`src/rtl/pipe_stage_reg_pkg.sv`:
```
// Shared pipeline definitions: control-field bit map, opcodes and the
// default-width stage entry used at the core's stage boundaries.
package pipe_pkg;

   localparam int PIPE_DATA_W = 64;
   localparam int PIPE_CTRL_W = 8;

   localparam int CTRL_MEM_WRITE = 0;
   localparam int CTRL_WRITE_REG = 1;
   localparam int CTRL_MEM_READ  = 2;
   localparam int CTRL_HLT       = 3;
   localparam int CTRL_DATA_MUX  = 4;

   localparam logic [PIPE_CTRL_W-1:0] NOP_CTRL = '0;

   localparam logic [3:0] HLT_OPCODE = 4'hF;
   localparam logic [3:0] LW_OPCODE  = 4'h8;

   typedef struct packed {
      logic                   valid;
      logic [PIPE_CTRL_W-1:0] ctrl;
      logic [PIPE_DATA_W-1:0] data;
   } pipe_entry_t;

   function automatic logic is_nop(input logic [PIPE_CTRL_W-1:0] c);
      return c == NOP_CTRL;
   endfunction

endpackage

```
`src/rtl/pipe_sat_counter.sv`:
```
// Saturating event counter: holds at all-ones instead of wrapping.
module pipe_sat_counter #(
   parameter int CNT_W = 16
) (
   input  logic             clk,
   input  logic             rst,
   input  logic             inc,
   output logic [CNT_W-1:0] count
);

   logic [CNT_W-1:0] cnt_q;
   logic [CNT_W-1:0] cnt_d;

   always_comb begin
      cnt_d = cnt_q;
      if (inc && (cnt_q != {CNT_W{1'b1}})) begin
         cnt_d = cnt_q + 1'b1;
      end
   end

   always_ff @(posedge clk or posedge rst) begin
      if (rst) begin
         cnt_q <= '0;
      end else begin
         cnt_q <= cnt_d;
      end
   end

   assign count = cnt_q;

endmodule

```
`src/rtl/pipe_stage_reg.sv`:
```
// Handshaked pipeline stage register with optional skid entry, bubble
// insertion, flush and saturating stall/bubble counters.
module pipe_stage_reg
   import pipe_pkg::*;
#(
   parameter int DATA_W = 64,
   parameter int CTRL_W = 8,
   parameter bit SKID   = 1'b1,
   parameter int CNT_W  = 16
) (
   input  logic              clk,
   input  logic              rst,
   input  logic              in_valid,
   output logic              in_ready,
   input  logic [DATA_W-1:0] in_data,
   input  logic [CTRL_W-1:0] in_ctrl,
   input  logic              bubble,
   input  logic              flush,
   output logic              out_valid,
   input  logic              out_ready,
   output logic [DATA_W-1:0] out_data,
   output logic [CTRL_W-1:0] out_ctrl,
   output logic [CNT_W-1:0]  stall_cnt,
   output logic [CNT_W-1:0]  bubble_cnt
);

   typedef struct packed {
      logic              valid;
      logic [CTRL_W-1:0] ctrl;
      logic [DATA_W-1:0] data;
   } entry_t;

   localparam entry_t EMPTY = '0;

   entry_t main_q;
   entry_t main_d;
   entry_t in_entry;
   entry_t nop_entry;

   logic in_fire;
   logic out_fire;
   logic main_load;
   logic skid_valid;
   logic stall_inc;
   logic bubble_inc;

   assign in_entry  = '{valid: 1'b1, ctrl: in_ctrl, data: in_data};
   assign nop_entry = '{valid: 1'b1, ctrl: '0, data: '0};

   assign in_fire   = in_valid & in_ready & ~bubble;
   assign out_fire  = main_q.valid & out_ready;
   assign main_load = ~main_q.valid | out_fire;

   generate
      if (SKID) begin : g_skid
         entry_t skid_q;
         entry_t skid_d;

         assign skid_valid = skid_q.valid;
         assign in_ready   = ~skid_q.valid & ~bubble;

         // Skid is always older than the input, so it drains first.
         always_comb begin
            main_d = main_q;
            skid_d = skid_q;
            if (flush) begin
               main_d = EMPTY;
               skid_d = EMPTY;
            end else if (main_load) begin
               skid_d = EMPTY;
               if (skid_q.valid) begin
                  main_d = skid_q;
               end else if (bubble) begin
                  main_d = nop_entry;
               end else if (in_fire) begin
                  main_d = in_entry;
               end else begin
                  main_d = EMPTY;
               end
            end else if (in_fire) begin
               skid_d = in_entry;
            end
         end

         always_ff @(posedge clk or posedge rst) begin
            if (rst) begin
               skid_q <= EMPTY;
            end else begin
               skid_q <= skid_d;
            end
         end
      end else begin : g_noskid
         assign skid_valid = 1'b0;
         assign in_ready   = (~main_q.valid | out_ready) & ~bubble;

         always_comb begin
            main_d = main_q;
            if (flush) begin
               main_d = EMPTY;
            end else if (main_load) begin
               if (bubble) begin
                  main_d = nop_entry;
               end else if (in_fire) begin
                  main_d = in_entry;
               end else begin
                  main_d = EMPTY;
               end
            end
         end
      end
   endgenerate

   always_ff @(posedge clk or posedge rst) begin
      if (rst) begin
         main_q <= EMPTY;
      end else begin
         main_q <= main_d;
      end
   end

   assign stall_inc  = main_q.valid & ~out_ready;
   assign bubble_inc = bubble & main_load & ~skid_valid & ~flush;

   pipe_sat_counter #(.CNT_W(CNT_W)) u_stall_cnt (
      .clk   (clk),
      .rst   (rst),
      .inc   (stall_inc),
      .count (stall_cnt)
   );

   pipe_sat_counter #(.CNT_W(CNT_W)) u_bubble_cnt (
      .clk   (clk),
      .rst   (rst),
      .inc   (bubble_inc),
      .count (bubble_cnt)
   );

   assign out_valid = main_q.valid;
   assign out_data  = main_q.data;
   assign out_ctrl  = main_q.ctrl & {CTRL_W{main_q.valid}};

endmodule

```
`config.mk`:
```
export PLATFORM = sky130hd
export DESIGN_NAME = pipe_stage_reg
export DESIGN_NICKNAME = d
export VERILOG_FILES = /design/src/rtl/pipe_stage_reg_pkg.sv /design/src/rtl/pipe_sat_counter.sv /design/src/rtl/pipe_stage_reg.sv
export SDC_FILE = /design/constraint.sdc
export NUM_CORES = 1
export LEC_CHECK = 0
export ABC_AREA = 1
export BUFFER_PORTS_ARGS = -buffer_cell sky130_fd_sc_hd__buf_2
export CAP_MARGIN = 20
export CORE_UTILIZATION = 35
export DETAILED_ROUTE_END_ITERATION = 7
export SLEW_MARGIN = 25
export SYNTH_ARGS = -nofsm -noshare
export SYNTH_HDL_FRONTEND = slang
export SYNTH_HIERARCHICAL = 1
export SYNTH_SLANG_ARGS = --single-unit
```
`constraint.sdc`:
```
create_clock -name clk -period 4.4 [get_ports clk]
set_input_delay 0.44 -clock clk [delete_from_list [all_inputs] [get_ports clk]]
set_output_delay 0.44 -clock clk [all_outputs]
set_load 0.02 [all_outputs]
```
==> metrics.yaml, run 1 <==
clocking:
  clkTransAtPathRegs_ps: 70
  cts_buffers: 17
  cts_setup_buffers: 0
  worst_skew_pair.late_latency_ps: 420
  clock_sinks: 178
  cts-resized-gates: 0
  cts_hold_buffers: 0
  root_buffer: "clkbuf_16"
  cts_tree: "built"
  cts_max_level: 4
  clockBufferDepth: 2
outcome:
  status: "finished, final reports clean"
global_routing:
  grt_pass1_wl_um: 38100
  grt_max_degree: 103
  grt_pass1_vias: 7441
  grt_usage: 0.180
  globalRouteOverflowTotal: 0
  grt_antenna_before_repair: 2
final_layout:
  final_area_sq_um: 10300
  fill_cells: 2646
  drive_gt1_frac: 0.222
  nets: 1340
  areaGrowthSynthToFinish_pct: 14.4
sta:
  finalMaxSlewViolations: 0
  max_freq_mhz: 428
  rsz0062_at_grt: "false"
  finalCritPeriodShare: 0.530
  hold_viol: 0
  worst_slew_pin_slew_ps: 828
  setup_viol: 0
  slew_headroom: 0.448
  skew_ps: 10.7
  min_period_ps: 2330
  fin_tns_setup_ps: 0
  worst_slack_ps: 2070
  holdWs_ps: 169
flow_run:
  cap_viol_max_count: 0
hold_path:
  hp-class: "in2async"
drt:
  drc: 0
  via_per_inst: 4.71
  wl_per_cell_um: 14.1
  totalWireLength_um: 22600
  final_antenna_net_count: 0
  drtIter0Drc: 512
  first_pass_iters: 4
  num_vias: 7567
synthesis:
  syn-num-nets: 1249
  yosysWarnings: 6
  netlist_area_sq_um: 9010
  ys_ff_latch: 178
  yosysSeqAreaShare: 0.495
  ys_types: 27
  syn-instance-count: 1169
  syn_avg_cell_area_sq_um: 7.70
setup_path:
  crit_path_end_kind: "output pin"
  cp.required_ps: 3960
  reg2reg_slack_ps: 2350
  start_kind: "flip-flop"
  reg2reg_to: "u_bubble_cnt/count[13]$_DFFE_PP0P_"
  critPathMaxFanout: 73
  critPathKind: "reg2out"
  crit_arrival_ps: 1890
  timing.rr.start: "skid_valid$_DFFE_PP0P_"
  worstRegToRegCells: 11
die:
  io_pins: 184
  start_util: 0.358
  die-width_um: 162
  die_h_um: 162
  num_rows: 58
  die_area_sq_um: 26400
  core-area_sq_um: 25200
placed_design:
  place.gp.congestion: 0.839
  dp_hpwl_um: 14500
  place_area_sq_um: 9690
  numPortBuffers: 183
  place_ws_ps: 2300
power:
  ir_worst_vdd_mv: 0.257
  powerDensity_nw_per_um2: 391
  p_leak_nw: 5.51
## synth_stat cells
master	instances	share of area
nor3_4	1	0.0018
buf_1	8	0.0033
inv_1	40	0.017
buf_4	66	0.055
o21ai_2	12	0.012
and3_1	1	0.00070
inv_2	4	0.0017
dfrtp_1	178	0.49
xor2_1	4	0.0039
buf_2	13	0.0072
buf_8	2	0.0033
o21ai_1	8	0.0044
o21ai_0	1	0.00056
nand3b_1	4	0.0033
nand2_1	557	0.23
ha_1	2	0.0028
nor2_2	7	0.0049
nand4_1	10	0.0069
nor2_1	30	0.013
nand2_2	12	0.0083
nor3_1	1	0.00056
clkbuf_1	31	0.013
xnor2_1	4	0.0039
a21oi_1	64	0.036
nand3_1	90	0.050
nor2_4	10	0.013
a21oi_2	9	0.0088
## per-stage QoR
| stage | std cells | util | power (mW) |
|---|---|---|---|
| CTS | 1603 | 0.409 | 4.09 |
| global placement | 1571 | 0.385 | 2.50 |
| finish | 1607 | 0.409 | 4.03 |
| floorplan | 1169 | - | 2.31 |
| global route | 1603 | 0.409 | 4.23 |
| detailed placement | 1571 | 0.385 | 2.51 |
## cells by family after synthesis
kind of cell,synth area share
buffers and inverters,0.100
and+or+nand+nor,0.334
xor gates and xnor gates,0.00778
AOI/OAI and AO/OA,0.0610
DFF,0.495
adders and majority gates,0.00278
## registers in the layout, summed over array words and instances (netlist names)
| name | flops |
|---|---|
| u_stall_cnt/count | 16 |
| out_data | 64 |
| out_valid | 1 |
| g_skid.skid_q | 72 |
| u_bubble_cnt/count | 16 |
| skid_valid | 1 |
| main_q | 8 |
## power by group
group | switching, mW | internal, mW | total, mW | leakage [nW]
Sequential | 0.114 | 1.72 | 1.84 | 2.43
Clock | 0.737 | 0.828 | 1.57 | 0.293
Combinational | 0.431 | 0.198 | 0.629 | 2.78
Total | 1.28 | 2.75 | 4.03 | 5.51
## final cells by class
cell class	count	area, sq um	share of cell area
sequential	178	4460	0.432
multi-input combinational	827	3660	0.356
timing repair buffer	192	983	0.0954
clock buffer	18	439	0.0426
tap	330	413	0.0401
inverter	44	173	0.0168
clock inverter	14	165	0.0160
antenna	4	10.0	0.000971
## worst max-delay path, stage by stage (launching register included)
cell and delay [ps]:
dfrtp_2 420, nor2_4 90, buf_4 580, buf_2 300
## placed cells by master, fill, tap and decap left out, types with 2 or more instances in the layout
cell	count
clkbuf_16	17
a21oi_1	64
nand3b_1	4
buf_4	9
inv_1	39
inv_8	4
nor2_4	12
o21ai_1	8
nor2_1	29
nand4_1	10
inv_6	4
nand3_1	90
a21oi_2	9
xnor2_1	4
nand2_1	556
nor2_2	6
dfrtp_1	177
ha_1	2
nand2_2	13
clkinv_8	2
buf_2	183
diode_2	4
o21ai_2	12
clkinv_4	3
inv_2	4
xor2_1	4
## worst max path at each step
stage | start | to | slack [ps] | depth (start not counted)
3_3_place_gp | bubble | in_ready | 2330 | 4
2_1_floorplan | rst | g_skid.skid_q[0]$_DFFE_PP0P_ | 40 | 1
4_1_cts | skid_valid$_DFFE_PP0P_ | in_ready | 2050 | 3
5_1_grt | skid_valid$_DFFE_PP0P_ | in_ready | 1950 | 3
6_report | skid_valid$_DFFE_PP0P_ | in_ready | 2070 | 3
3_5_place_dp | skid_valid$_DFFE_PP0P_ | u_bubble_cnt/count[13]$_DFFE_PP0P_ | 2300 | 11
## metal layers
layer  vias to the layer above  part of all wire  global-route usage  wire length (um)
li1                       3780                 -                   -                 -
met1                      3610              0.47               0.239             10700
met4                         2            0.0063              0.0369               143
met3                        12             0.054              0.0451              1230
met5                         -           0.00057                   0                13
met2                       163              0.47               0.296             10600
(Power assumes the default switching activity.)
==> run 2: changes to the inputs <==
- clock period: 4.4 -> 1.9 ns (I/O delays scaled with it)
==> metrics.yaml, run 2 (synthesized netlist as in run 1, its figures left out) <==
setup_path:
  critPathKind: "reg2reg"
  crit_family: "simple AND/OR/NAND/NOR gates"
  reg2reg_slack_ps: 160  # -2190 ps
  timing.critical_path.slowest_stage_cell: "dfrtp_1"
  crit_arrival_ps: 2090  # +200 ps
  cp.required_ps: 2250  # -1710 ps
  start_kind: "flip-flop"
  crit_path_end_kind: "flip-flop"
  reg2reg_to: "u_stall_cnt/count[7]$_DFFE_PP0P_"
  worstRegToRegCells: 8  # -3
  path_cells: "ha_1, inv_2, nor2_4, nand2_2, nor2_4, nor2_4, nand2_1, o21ai_2"
  critPathBufInv: 1  # -1
  timing.rr.start: "u_stall_cnt/count[0]$_DFFE_PP0P_"
  critPathMaxFanout: 16  # -78%
  cpPeakStageDelay_ps: 470  # -110 ps
  cp_common_cell: "nor2_4"
power:
  powerDensity_nw_per_um2: 904  # +130%
  total_power_mw: 9.47  # +130%
  p_seq_frac: 0.449  # -0.007
  p_sw_mw: 2.97  # +130%
  p_leak_nw: 5.59  # +1.5%
  intPower_mw: 6.50  # +140%
  ir_worst_vdd_mv: 0.590  # +130%
  clkPwrFrac: 0.389  # about the same
  swShare: 0.313  # -0.00453
  p_comb_frac: 0.162  # +0.006
drt:
  drc: 0  # unchanged
  wl_per_cell_um: 14.5  # +2.9%
  totalWireLength_um: 23400  # +3.4%
  drtIter0Drc: 519  # +1.4%
  final_antenna_net_count: 0  # unchanged
  num_vias: 7633  # +0.87%
  first_pass_iters: 5  # +1
  via_per_inst: 4.73  # +0.43%
die:
  core-area_sq_um: 25200  # unchanged
  io_pins: 184  # unchanged
  start_util: 0.358  # unchanged
  die_area_sq_um: 26400  # unchanged
  die-width_um: 162  # unchanged
  die_h_um: 162  # unchanged
  num_rows: 58  # unchanged
clocking:
  clock_sinks: 178  # unchanged
  cts-resized-gates: 0  # unchanged
  cts_max_level: 4  # unchanged
  clockBufferDepth: 2  # unchanged
  cts_buffers: 17  # unchanged
  worst_skew_pair.late_latency_ps: 430  # about the same
  cts_tree: "built"
  clkTransAtPathRegs_ps: 70  # about the same
  root_buffer: "clkbuf_16"
global_routing:
  grt_pass1_wl_um: 38600  # +1.2%
  gr-usage-met2: 0.292  # -0.00350
  grtUsageMet3: 0.0435  # -0.00153
  globalRouteOverflowTotal: 0  # unchanged
  grt_max_degree: 87  # -16%
  grt_antenna_before_repair: 3  # +1
  grt_pass1_vias: 7350  # -1.2%
  grt-busiest-layer: "met2"
  gr-usage-met1: 0.254  # +0.0155
  grt_usage: 0.185  # +0.00458
sta:
  min_period_ps: 1740
  rsz0062_at_grt: "false"
  finalCritPeriodShare: 0.914
  fin_tns_setup_ps: 0  # unchanged
  max_freq_mhz: 576
  skew_ps: 12.1  # +1.41 ps
  hold_viol: 0  # unchanged
  worst_slew_pin_slew_ps: 658  # -171 ps
  slew_headroom: 0.561  # +0.113
  setup_viol: 0  # unchanged
  finalMaxSlewViolations: 0  # unchanged
placed_design:
  place_area_sq_um: 9840  # +1.6%
  place.gp.congestion: 0.851  # +1.4%
  numPortBuffers: 183  # unchanged
  dp_hpwl_um: 14800  # +1.9%
final_layout:
  post-route-util: 0.416  # +0.00666
  seq_area_sq_um: 4460  # unchanged
  largest_register_ffs: 72  # unchanged
  final_area_sq_um: 10500  # +1.6%
  fill_cells: 2562  # -3.2%
  regMostFlops: "g_skid.skid_q"
  final_common_cell: "nand2_1"
  mostFrequentLayoutCells: "nand2_1 (556), buf_2 (183), dfrtp_1 (177)"
  drive_gt1_frac: 0.227  # +0.00468
  multi_input_area_sq_um: 3660  # unchanged
  areaGrowthSynthToFinish_pct: 16.3
  nets: 1349  # +0.67%
hold_path:
  whs_endpoint: "g_skid.skid_q[63]$_DFFE_PP0P_"
  hold_start: "in_data[63]"
  hold_depth: 3
  hp-class: "in2reg"
flow_run:
  cap_viol_max_count: 0  # unchanged
outcome:
  status: "finished, final reports clean"
run 2: worst reg2reg max path, cell delays in order, from the launching register on:
cell	delay, ps
dfrtp_1	470
ha_1	320
inv_2	90
nor2_4	50
nand2_2	90
nor2_4	50
nor2_4	380
nand2_1	130
o21ai_2	80
run 2: final cells by class:
cell class,instances,area share
clock buffer,17,0.0406
multi-input combinational,827,0.350
inverter,44,0.0161
sequential,178,0.425
timing repair buffer,201,0.110
antenna,2,0.000478
clock inverter,15,0.0177
tap,330,0.0394
run 2: per-stage QoR:
stage,hold slack (ps),cells,worst slack [ps]
floorplan,104,1169,-123
global placement,359,1578,266
detailed placement,357,1578,205
CTS,21.0,1612,179
global route,33.8,1612,65.8
finish,47.9,1614,163
run 2: what timing repair did:
action	in CTS	in global routing
hold buffers	1	0
setup endpoints to repair	1	0
setup buffers	1	0
endpoints found under the hold margin	178	0
run 2: how the worst max path moves through the flow:
stage,startpoint,to,slack (ps),cells past startpoint
floorplan,rst,g_skid.skid_q[0]$_DFFE_PP0P_,-120,1
global placement,u_stall_cnt/count[0]$_DFFE_PP0P_,u_stall_cnt/count[5]$_DFFE_PP0P_,270,8
detailed placement,u_stall_cnt/count[0]$_DFFE_PP0P_,u_stall_cnt/count[7]$_DFFE_PP0P_,200,8
CTS,u_stall_cnt/count[0]$_DFFE_PP0P_,u_stall_cnt/count[7]$_DFFE_PP0P_,180,8
global route,u_stall_cnt/count[0]$_DFFE_PP0P_,u_stall_cnt/count[11]$_DFFE_PP0P_,70,8
finish,u_stall_cnt/count[0]$_DFFE_PP0P_,u_stall_cnt/count[7]$_DFFE_PP0P_,160,8
run 2: power by group through the flow:
stage	clock network, mW	registers [mW]	logic [mW]
floorplan	0	4.45	0.892
global placement	0	4.32	1.54
detailed placement	0	4.32	1.55
CTS	3.82	4.25	1.56
global route	3.97	4.28	1.71
finish	3.68	4.25	1.54
run 2: layer usage:
layer | up-vias | part of all wire | wire (um)
met5 | - | 0 | 0
met4 | 0 | 0.0067 | 156
met3 | 13 | 0.050 | 1170
met2 | 200 | 0.47 | 10900
met1 | 3616 | 0.48 | 11100
li1 | 3804 | - | -
